==> src/rtl/cpc_hid_pkg.sv <==
// Shared definitions for the CPC HID input path: delta width, direction bit
// indices and the saturating residual adder used by the mouse axis accumulators.
package cpc_hid_pkg;

   localparam int DELTA_W = 9;
   localparam int DIR_POS = 0;
   localparam int DIR_NEG = 1;

   // Adds a sign-extended delta to a residual and clamps to +/-(2^(acc_w-1)-1).
   function automatic logic signed [31:0] sat_add(
      input logic signed [31:0]        residual,
      input logic signed [DELTA_W-1:0] delta,
      input int                        acc_w
   );
      logic signed [32:0] sum;
      logic signed [32:0] hi;
      sum = {residual[31], residual} + {{(33-DELTA_W){delta[DELTA_W-1]}}, delta};
      hi  = (33'sd1 <<< (acc_w - 1)) - 33'sd1;
      if (sum > hi) begin
         return hi[31:0];
      end else if (sum < -hi) begin
         return (-hi);
      end else begin
         return sum[31:0];
      end
   endfunction

endpackage

==> src/rtl/mouse_axis_acc.sv <==
// One mouse axis: saturating signed residual, direction-pulse pair and busy flag.
// Define MOUSE_ACCEL_EN to double the per-pulse step while |residual| > ACCEL_THR.
module mouse_axis_acc
   import cpc_hid_pkg::*;
#(
   parameter int ACC_W     = 10,
   parameter int STEP      = 2,
   parameter int ACCEL_THR = 64
) (
   input  logic               clk,
   input  logic               reset_n,
   input  logic               set,
   input  logic [DELTA_W-1:0] delta,
   input  logic               rel,
   output logic [1:0]         dir,
   output logic               busy
);

   if (ACC_W < 10 || ACC_W > 32 || STEP < 1 || STEP > (1 << (ACC_W - 2)) || ACCEL_THR < 0) begin : g_bad_param
      $error("mouse_axis_acc: parameter out of range");
   end

   logic signed [ACC_W-1:0] res_r;
   logic signed [ACC_W-1:0] res_c;
   logic signed [ACC_W-1:0] res_n;
   logic [ACC_W-1:0]        mag_s;
   logic [ACC_W-1:0]        step_s;
   logic [ACC_W-1:0]        take_s;
   logic [1:0]              dir_r;
   logic [1:0]              dir_n;
   logic                    busy_r;

   // Release, then consume one step into a pulse, then accumulate the new delta.
   always_comb begin
      mag_s = res_r[ACC_W-1] ? $unsigned(-res_r) : $unsigned(res_r);
`ifdef MOUSE_ACCEL_EN
      step_s = (mag_s > ACC_W'(ACCEL_THR)) ? ACC_W'(2 * STEP) : ACC_W'(STEP);
`else
      step_s = ACC_W'(STEP);
`endif
      take_s = (mag_s < step_s) ? mag_s : step_s;
      res_c  = res_r;
      dir_n  = dir_r;
      if (rel) begin
         dir_n = 2'b00;
      end else if (dir_r == 2'b00 && res_r != '0) begin
         if (res_r[ACC_W-1]) begin
            dir_n[DIR_NEG] = 1'b1;
            res_c          = res_r + $signed(take_s);
         end else begin
            dir_n[DIR_POS] = 1'b1;
            res_c          = res_r - $signed(take_s);
         end
      end else begin
         dir_n = dir_r;
      end
      if (set) begin
         res_n = ACC_W'(sat_add(32'(res_c), delta, ACC_W));
      end else begin
         res_n = res_c;
      end
   end

   // Residual, pulse pair and busy flag registers.
   always_ff @(posedge clk or negedge reset_n) begin
      if (!reset_n) begin
         res_r  <= '0;
         dir_r  <= 2'b00;
         busy_r <= 1'b0;
      end else begin
         res_r  <= res_n;
         dir_r  <= dir_n;
         busy_r <= (res_n != '0);
      end
   end

   assign dir  = dir_r;
   assign busy = busy_r;

endmodule

==> src/rtl/mouse_pulse_gen.sv <==
// Multi-axis PS/2 mouse delta to CPC direction-pulse converter: sel falling-edge
// detector plus per-axis accumulators. Optional feature macro: MOUSE_ACCEL_EN.
module mouse_pulse_gen
   import cpc_hid_pkg::*;
#(
   parameter int AXES      = 2,
   parameter int ACC_W     = 10,
   parameter int STEP      = 2,
   parameter int ACCEL_THR = 64
) (
   input  logic                    clk,
   input  logic                    reset_n,
   input  logic                    set,
   input  logic [DELTA_W*AXES-1:0] offset,
   input  logic                    sel,
   output logic [2*AXES-1:0]       dir,
   output logic [AXES-1:0]         busy
);

   if (AXES < 1 || AXES > 4) begin : g_bad_axes
      $error("mouse_pulse_gen: AXES out of range");
   end

   logic sel_q;
   logic rel_s;

   // History of sel so the end of a mouse-row scan can be detected.
   always_ff @(posedge clk or negedge reset_n) begin
      if (!reset_n) begin
         sel_q <= 1'b0;
      end else begin
         sel_q <= sel;
      end
   end

   assign rel_s = sel_q & ~sel;

   for (genvar i = 0; i < AXES; i++) begin : g_axis
      mouse_axis_acc #(
         .ACC_W     (ACC_W),
         .STEP      (STEP),
         .ACCEL_THR (ACCEL_THR)
      ) u_axis (
         .clk     (clk),
         .reset_n (reset_n),
         .set     (set),
         .delta   (offset[DELTA_W*i +: DELTA_W]),
         .rel     (rel_s),
         .dir     (dir[2*i +: 2]),
         .busy    (busy[i])
      );
   end

endmodule

==> config.mk <==
export PLATFORM = sky130hd
export DESIGN_NAME = mouse_pulse_gen
export DESIGN_NICKNAME = d
export VERILOG_FILES = /design/src/rtl/cpc_hid_pkg.sv /design/src/rtl/mouse_axis_acc.sv /design/src/rtl/mouse_pulse_gen.sv
export SDC_FILE = /design/constraint.sdc
export NUM_CORES = 1
export LEC_CHECK = 0
export CAP_MARGIN = 30
export CORE_MARGIN = 2
export CORE_UTILIZATION = 45
export CTS_CLUSTER_SIZE = 16
export DETAILED_ROUTE_END_ITERATION = 12
export PLACE_DENSITY = 0.67
export RECOVER_POWER = 100
export SKIP_LAST_GASP = 1
export SYNTH_ARGS = -nofsm -noshare
export SYNTH_HDL_FRONTEND = slang
export SYNTH_HIERARCHICAL = 1
export SYNTH_SLANG_ARGS = --single-unit
==> constraint.sdc <==
create_clock -name clk -period 11.6 [get_ports clk]
set_input_delay 2.32 -clock clk [delete_from_list [all_inputs] [get_ports clk]]
set_output_delay 2.32 -clock clk [all_outputs]
set_load 0.02 [all_outputs]
Word level (Yosys, flattened, before mapping). Cells that the tools add are included.

Register bits: 27. Input port bits: 22. Logic and storage cells: 67.

$add $sub $neg: 8. $lt $le $gt $ge: 6. Equality and inequality tests: 2. Muxes and demuxes: 24. Bitwise operators: 2. Reduce and logical (&&, ||, !) cells: 16.

Operator list (number): two-way mux 10 bit (16); nonzero test 10 bit (4); adder 10 x 9 -> 11 bit (2); > comparator 11 x 10 -> 1 bit, second input constant (2); less-than comparator 11 x 10 -> 1 bit, second input constant (2); adder 10 bit (2); less-than comparator 10 x 2 -> 1 bit, second input constant (2); negation 10 bit (2); subtractor 10 bit (2); two-way mux 2 bit (4); AND reduction 2 bit (4); nonzero test 2 bit (4); zero test 2 bit (2); two-way mux 1 bit (4); inequality test 2 x 1 -> 1 bit, second input constant (2); logical AND 1 bit (2); bitwise AND 1 bit (1); inverter 1 bit (1).

Logic depth before layout (Yosys ltp).
Word-level depth: 14. Mapped depth: 30.

Cells and area by module. The synthesis kept the hierarchy.

Modules (own cells, without submodules): mouse_axis_acc at g_axis[1].u_axis (instances 1, cells an instance 275, area an instance 2212.1 um^2, seq. area each 325.3 um^2); mouse_axis_acc at g_axis[0].u_axis (instances 1, cells an instance 247, area an instance 1981.9 um^2, seq. area each 325.3 um^2); mouse_pulse_gen (instances 1, cells an instance 2, area an instance 38.8 um^2, seq. area each 25.0 um^2).

Worst setup path after synthesis. OpenSTA, ideal clock, no wires.

Path kind: register to register. Start point: register g_axis[1].u_axis.res_r[0]. End point: register g_axis[1].u_axis.busy_r. Setup time: 0.139 ns. Arrival time: 6.508 ns. Required time: 11.461 ns. Path slack: 4.954 ns. Stages on the path, launching flop included: 29. Buffers on the path: 2. Clock period less this slack: 6.646 ns. Path through: dfrtp_1 > inv_1 > ha_1 > or3b_1 > a221o_1 > nor4_4 > and3_1 > buf_6 > nand2_1 > ha_1 > nor2_1 > a21oi_1 > ha_1 > and3_1 > and2_1 > a41oi_1 > a21oi_1 > xnor2_1 > o21ai_1 > ha_1 > clkbuf_1 > a21oi_1 > nand2_1 > a21o_1 > a311o_1 > or3_4 > o32a_1 > or4_1 > or4_1.

Word-level cells in the longest chain between the ends: 14.

RTL lines: from (decl) (RTL line mouse_axis_acc.sv:23) `logic signed [ACC_W-1:0] res_r;`; from (signal assigned) (RTL line mouse_axis_acc.sv:71) `res_r <= res_n;`; negation 10 bit (RTL line mouse_axis_acc.sv:35) `mag_s = res_r[ACC_W-1] ? $unsigned(-res_r) : $unsigned(res_r);`; two-way mux 10 bit (RTL line mouse_axis_acc.sv:35); less-than comparator 10 x 2 -> 1 bit (RTL line mouse_axis_acc.sv:41) `take_s = (mag_s < step_s) ? mag_s : step_s;`; two-way mux 10 bit (RTL line mouse_axis_acc.sv:41); subtractor 10 bit or adder 10 bit (tied branches) (RTL line mouse_axis_acc.sv:52, mouse_axis_acc.sv:49); two-way mux 10 bit (RTL line mouse_axis_acc.sv:47) `if (res_r[ACC_W-1]) begin`; two-way mux 10 bit (RTL line mouse_axis_acc.sv:46) `end else if (dir_r == 2'b00 && res_r != '0) begin`; two-way mux 10 bit * (RTL line mouse_axis_acc.sv:44) `if (rel) begin`; adder 10 x 9 -> 11 bit (RTL line cpc_hid_pkg.sv:17) `sum = {residual[31], residual} + {{(33-DELTA_W){delta[DELTA_W-1]}}, delta};`; less-than comparator 11 x 10 -> 1 bit (RTL line cpc_hid_pkg.sv:21) `end else if (sum < -hi) begin`; two-way mux 10 bit (RTL line cpc_hid_pkg.sv:21); two-way mux 10 bit (RTL line cpc_hid_pkg.sv:19) `if (sum > hi) begin`; two-way mux 10 bit * (RTL line mouse_axis_acc.sv:57) `if (set) begin`; via g_axis[1].u_axis.res_n[0] (RTL line mouse_axis_acc.sv:25) `logic signed [ACC_W-1:0] res_n;`; nonzero test 10 bit * (RTL line mouse_axis_acc.sv:73) `busy_r <= (res_n != '0);`; to (signal assigned) (RTL line mouse_axis_acc.sv:73); to (decl) (RTL line mouse_axis_acc.sv:31) `logic busy_r;`.

Mark *: on every way through the listed nets, which the timed path passes. The rest lies on a longest branch. A chain may end at the register's enable or synchronous reset.

Final worst setup path.
Start point: register g_axis[1].u_axis.res_r[0]. End point: register g_axis[1].u_axis.busy_r.

Word-level cells in the longest chain between the ends: 14.

RTL lines (RTL line): negation 10 bit (mouse_axis_acc.sv:35); two-way mux 10 bit (mouse_axis_acc.sv:35); less-than comparator 10 x 2 -> 1 bit (mouse_axis_acc.sv:41); two-way mux 10 bit (mouse_axis_acc.sv:41); subtractor 10 bit or adder 10 bit (tied branches) (mouse_axis_acc.sv:52, mouse_axis_acc.sv:49); two-way mux 10 bit (mouse_axis_acc.sv:47); two-way mux 10 bit (mouse_axis_acc.sv:46); two-way mux 10 bit * (mouse_axis_acc.sv:44); adder 10 x 9 -> 11 bit (cpc_hid_pkg.sv:17); less-than comparator 11 x 10 -> 1 bit (cpc_hid_pkg.sv:21); two-way mux 10 bit (cpc_hid_pkg.sv:21); two-way mux 10 bit (cpc_hid_pkg.sv:19); two-way mux 10 bit * (mouse_axis_acc.sv:57); nonzero test 10 bit * (mouse_axis_acc.sv:73).

Every way passes the cells marked *; elsewhere a longest branch is shown, timed or not.

==> results.ini <==
[timing]
hold_viol=0
tns_ns=0
setup_viol=0
worst_slew_pin_slew_ns=1.403
rsz0062_at_grt=no
fmax_mhz=123.6
period_minus_slack_ns=8.090
drv_slew=0
fin_crit_sh_pct=69.74
slew_headroom_pct=6.456
finClkSkew_ns=0.006778
hold_ws_ns=0.5417
worst_slack_ns=3.510

[floorplanning]
io_pins=28
chipHeight_um=101.0
dieArea_mm2=0.01020
die_w_um=101.0
core_area_mm2=0.009196
start_util_pct=46.03
placementRows=35

[synthesis]
synthCells=524
synth_edf_count=0
synth_seq_area_share_pct=15.96
ys_seq_elements=27
synth_cell_type_count=93
synth-main-ff-cell=dfrtp_1
ys_async_sr_fraction_pct=100.0
yosysTopAreaCell=dfrtp_1
synth_area_leaders=dfrtp_1, ha_1, nor2_1
synth_top_area_share_pct=15.96
avgSynthCellArea_um2=8.078
syn_nets=592
syn-cell-area_mm2=0.004233
yosys_warnings=6

[hold_path]
holdPathStages=2
hold_start=g_axis[1].u_axis/dir[1]$_DFFE_PN0P_
hold_class=register to register
holdPathEnd=g_axis[1].u_axis/dir[1]$_DFFE_PN0P_

[cts]
clk_latency_ns=0.27
cts-root-buf=clkbuf_8
cts_buffers=3
tritoncts=built
holdBufCountCts=0
ctsResizeCount=0
clk_pin_slew_ns=0.09
cts_max_level=1
cts_setup_buffers=0
clk_path_buf_depth=2
cts_sinks=27

[setup_path]
reg2reg_setup_slack_ns=3.51
cp_max_fo=7
rr_worst_depth=25
r2r_start=g_axis[1].u_axis/res_r[0]$_DFF_PN0_
crit_type=register to register
worstPathRequired_ns=11.75
reg2reg_to=g_axis[1].u_axis/busy$_DFF_PN0_
end_kind=register
arrival_ns=8.24
cp-start-kind=register

[outcome]
outcome=finished, final reports clean

[global_routing]
track_usage_pct=22.17
grt_overflow=0
grt_pass1_wl_um=18660
grt_start_max_net_pins=39
antenna_found_initial=0
grt_pass1_vias=4035

[detailed_routing]
wl_per_cell_um=17.02
drc=0
firstDrtPassIters=5
via_per_inst=6.449
wirelength_um=11080
vias=4198
final_antenna_net_count=0
drtIter0Drc=163

[place]
gp_congestion=0.8886
place_hpwl_um=8828
portBuffers=27
post-place-ws_ns=4.064

[final_layout]
diodes=0
multiInputGateArea_mm2=0.003304
nNetsFinal=609
drive_above_1_share_pct=6.667
areaGrowthSynthToFinish_pct=6.710
seqCellArea_um2=675.6
fillCellCount=916

[job]
max_cap_viol_count=0

cell type report:
| class | instances | share of cell area (%) |
|---|---|---|
| Tap cell | 111 | 3.075 |
| Clock inverter | 1 | 0.1662 |
| Inverter | 18 | 1.496 |
| Clock buffer | 3 | 0.9141 |
| Timing Repair Buffer | 29 | 6.233 |
| Multi-Input combinational cell | 462 | 73.16 |
| Sequential cell | 27 | 14.96 |
cell usage in the layout, fill, tap and decap left out, types with 6 or more instances in the layout:
master           count
a31oi_1              9
nand2_1             31
clkdlybuf4s50_1     19
o21a_1              10
nand2b_1             7
nor3_1              22
a21o_1              14
xor2_1               9
dlygate4sd3_1        8
nor2_1              51
o21ai_1              8
ha_1                42
o21ai_0             25
nand3b_1             6
a41oi_1              6
nand3_1             15
nor2b_1              7
xnor2_1             18
dfrtp_1             27
o211ai_1             6
a21oi_1             32
inv_1               18
or3_1                7
o22ai_1              8
nor4_1              10
cell families after synthesis:
| logic type | synth area share (%) |
|---|---|
| AOI/OAI and AO/OA | 30.92 |
| adders and majority gates | 14.31 |
| xor gates and xnor gates | 5.587 |
| buffers and inverters | 4.611 |
| and+or+nand+nor | 27.61 |
| DFF | 15.96 |
| muxes | 1.005 |
per-layer routing:
metal / track usage (%) / part of all wire [%] / vias to the layer above
li1: - / - / 2058
met3: 1.803 / 5.0 / 20
met2: 38.97 / 48 / 139
met1: 28.76 / 44 / 1981
met4: 7.069 / 2.5 / 0
met5: 0 / 0 / -
Yosys cell counts, types with 4 or more instances:
master	n
and4_1	4
xnor2_1	18
nand4_1	4
o211ai_1	6
nand3_1	15
a211oi_1	5
xor2_1	9
ha_1	42
nor4_1	8
o31ai_1	5
nor2b_1	6
and3_1	5
nand3b_1	6
o21ai_0	24
or3_1	7
o22ai_1	8
a21o_1	14
dfrtp_1	27
nand2_1	31
fa_1	4
inv_1	18
nand2b_1	7
or4_1	4
clkbuf_1	9
o21ai_1	9
nor3_1	19
a31oi_1	9
a41oi_1	6
nor2_1	51
o21a_1	10
a21oi_1	32
nor3_2	4
o211a_1	4
state kept, by name, summed over array words and instances, names as in the netlist:
register	flops
sel_q	1
g_axis.u_axis/res_r	20
g_axis.u_axis/dir	4
g_axis.u_axis/busy	2
worst max-delay path, cell delays in order (launching register included):
cell,delay (ns)
dfrtp_1,0.46
inv_1,0.16
ha_1,0.21
or3b_1,0.35
a221o_1,0.32
nor4_1,0.74
and3_1,0.44
nand2_1,0.15
ha_1,0.29
nor2_1,0.03
a21oi_1,0.21
inv_1,0.08
fa_1,0.42
nor2b_1,0.18
o31a_1,0.20
nor3_1,0.07
o31ai_1,0.62
ha_1,0.44
and3_1,0.24
a21o_1,0.26
a311o_1,0.37
nor3_1,0.45
o21ai_0,0.24
a31o_1,0.24
or4_1,0.38
or4_1,0.41
stage by stage:
step / std cells / instance area (um^2) / utilization (%)
after floorplan: 524 / 4233 / -
after global placement: 647 / 4529 / 49.25
after detailed placement: 647 / 4529 / 49.25
after CTS: 651 / 4578 / 49.78
after global routing: 651 / 4517 / 49.12
final: 651 / 4517 / 49.12
how the worst max path moves through the flow:
stage	from	end	slack, ns	cells past startpoint
6_report	g_axis[1].u_axis/res_r[0]$_DFF_PN0_	g_axis[1].u_axis/busy$_DFF_PN0_	3.51	25
5_1_grt	g_axis[1].u_axis/res_r[0]$_DFF_PN0_	g_axis[1].u_axis/busy$_DFF_PN0_	3.12	25
4_1_cts	g_axis[1].u_axis/res_r[0]$_DFF_PN0_	g_axis[1].u_axis/busy$_DFF_PN0_	4.02	24
3_5_place_dp	g_axis[1].u_axis/res_r[0]$_DFF_PN0_	g_axis[1].u_axis/busy$_DFF_PN0_	4.06	24
3_3_place_gp	g_axis[1].u_axis/res_r[0]$_DFF_PN0_	g_axis[1].u_axis/busy$_DFF_PN0_	4.15	24
2_1_floorplan	g_axis[1].u_axis/res_r[0]$_DFF_PN0_	g_axis[1].u_axis/busy$_DFF_PN0_	4.95	28
Power is not shown: default switching activity piles up to over one toggle a cycle in this logic, so the estimate is an artifact.
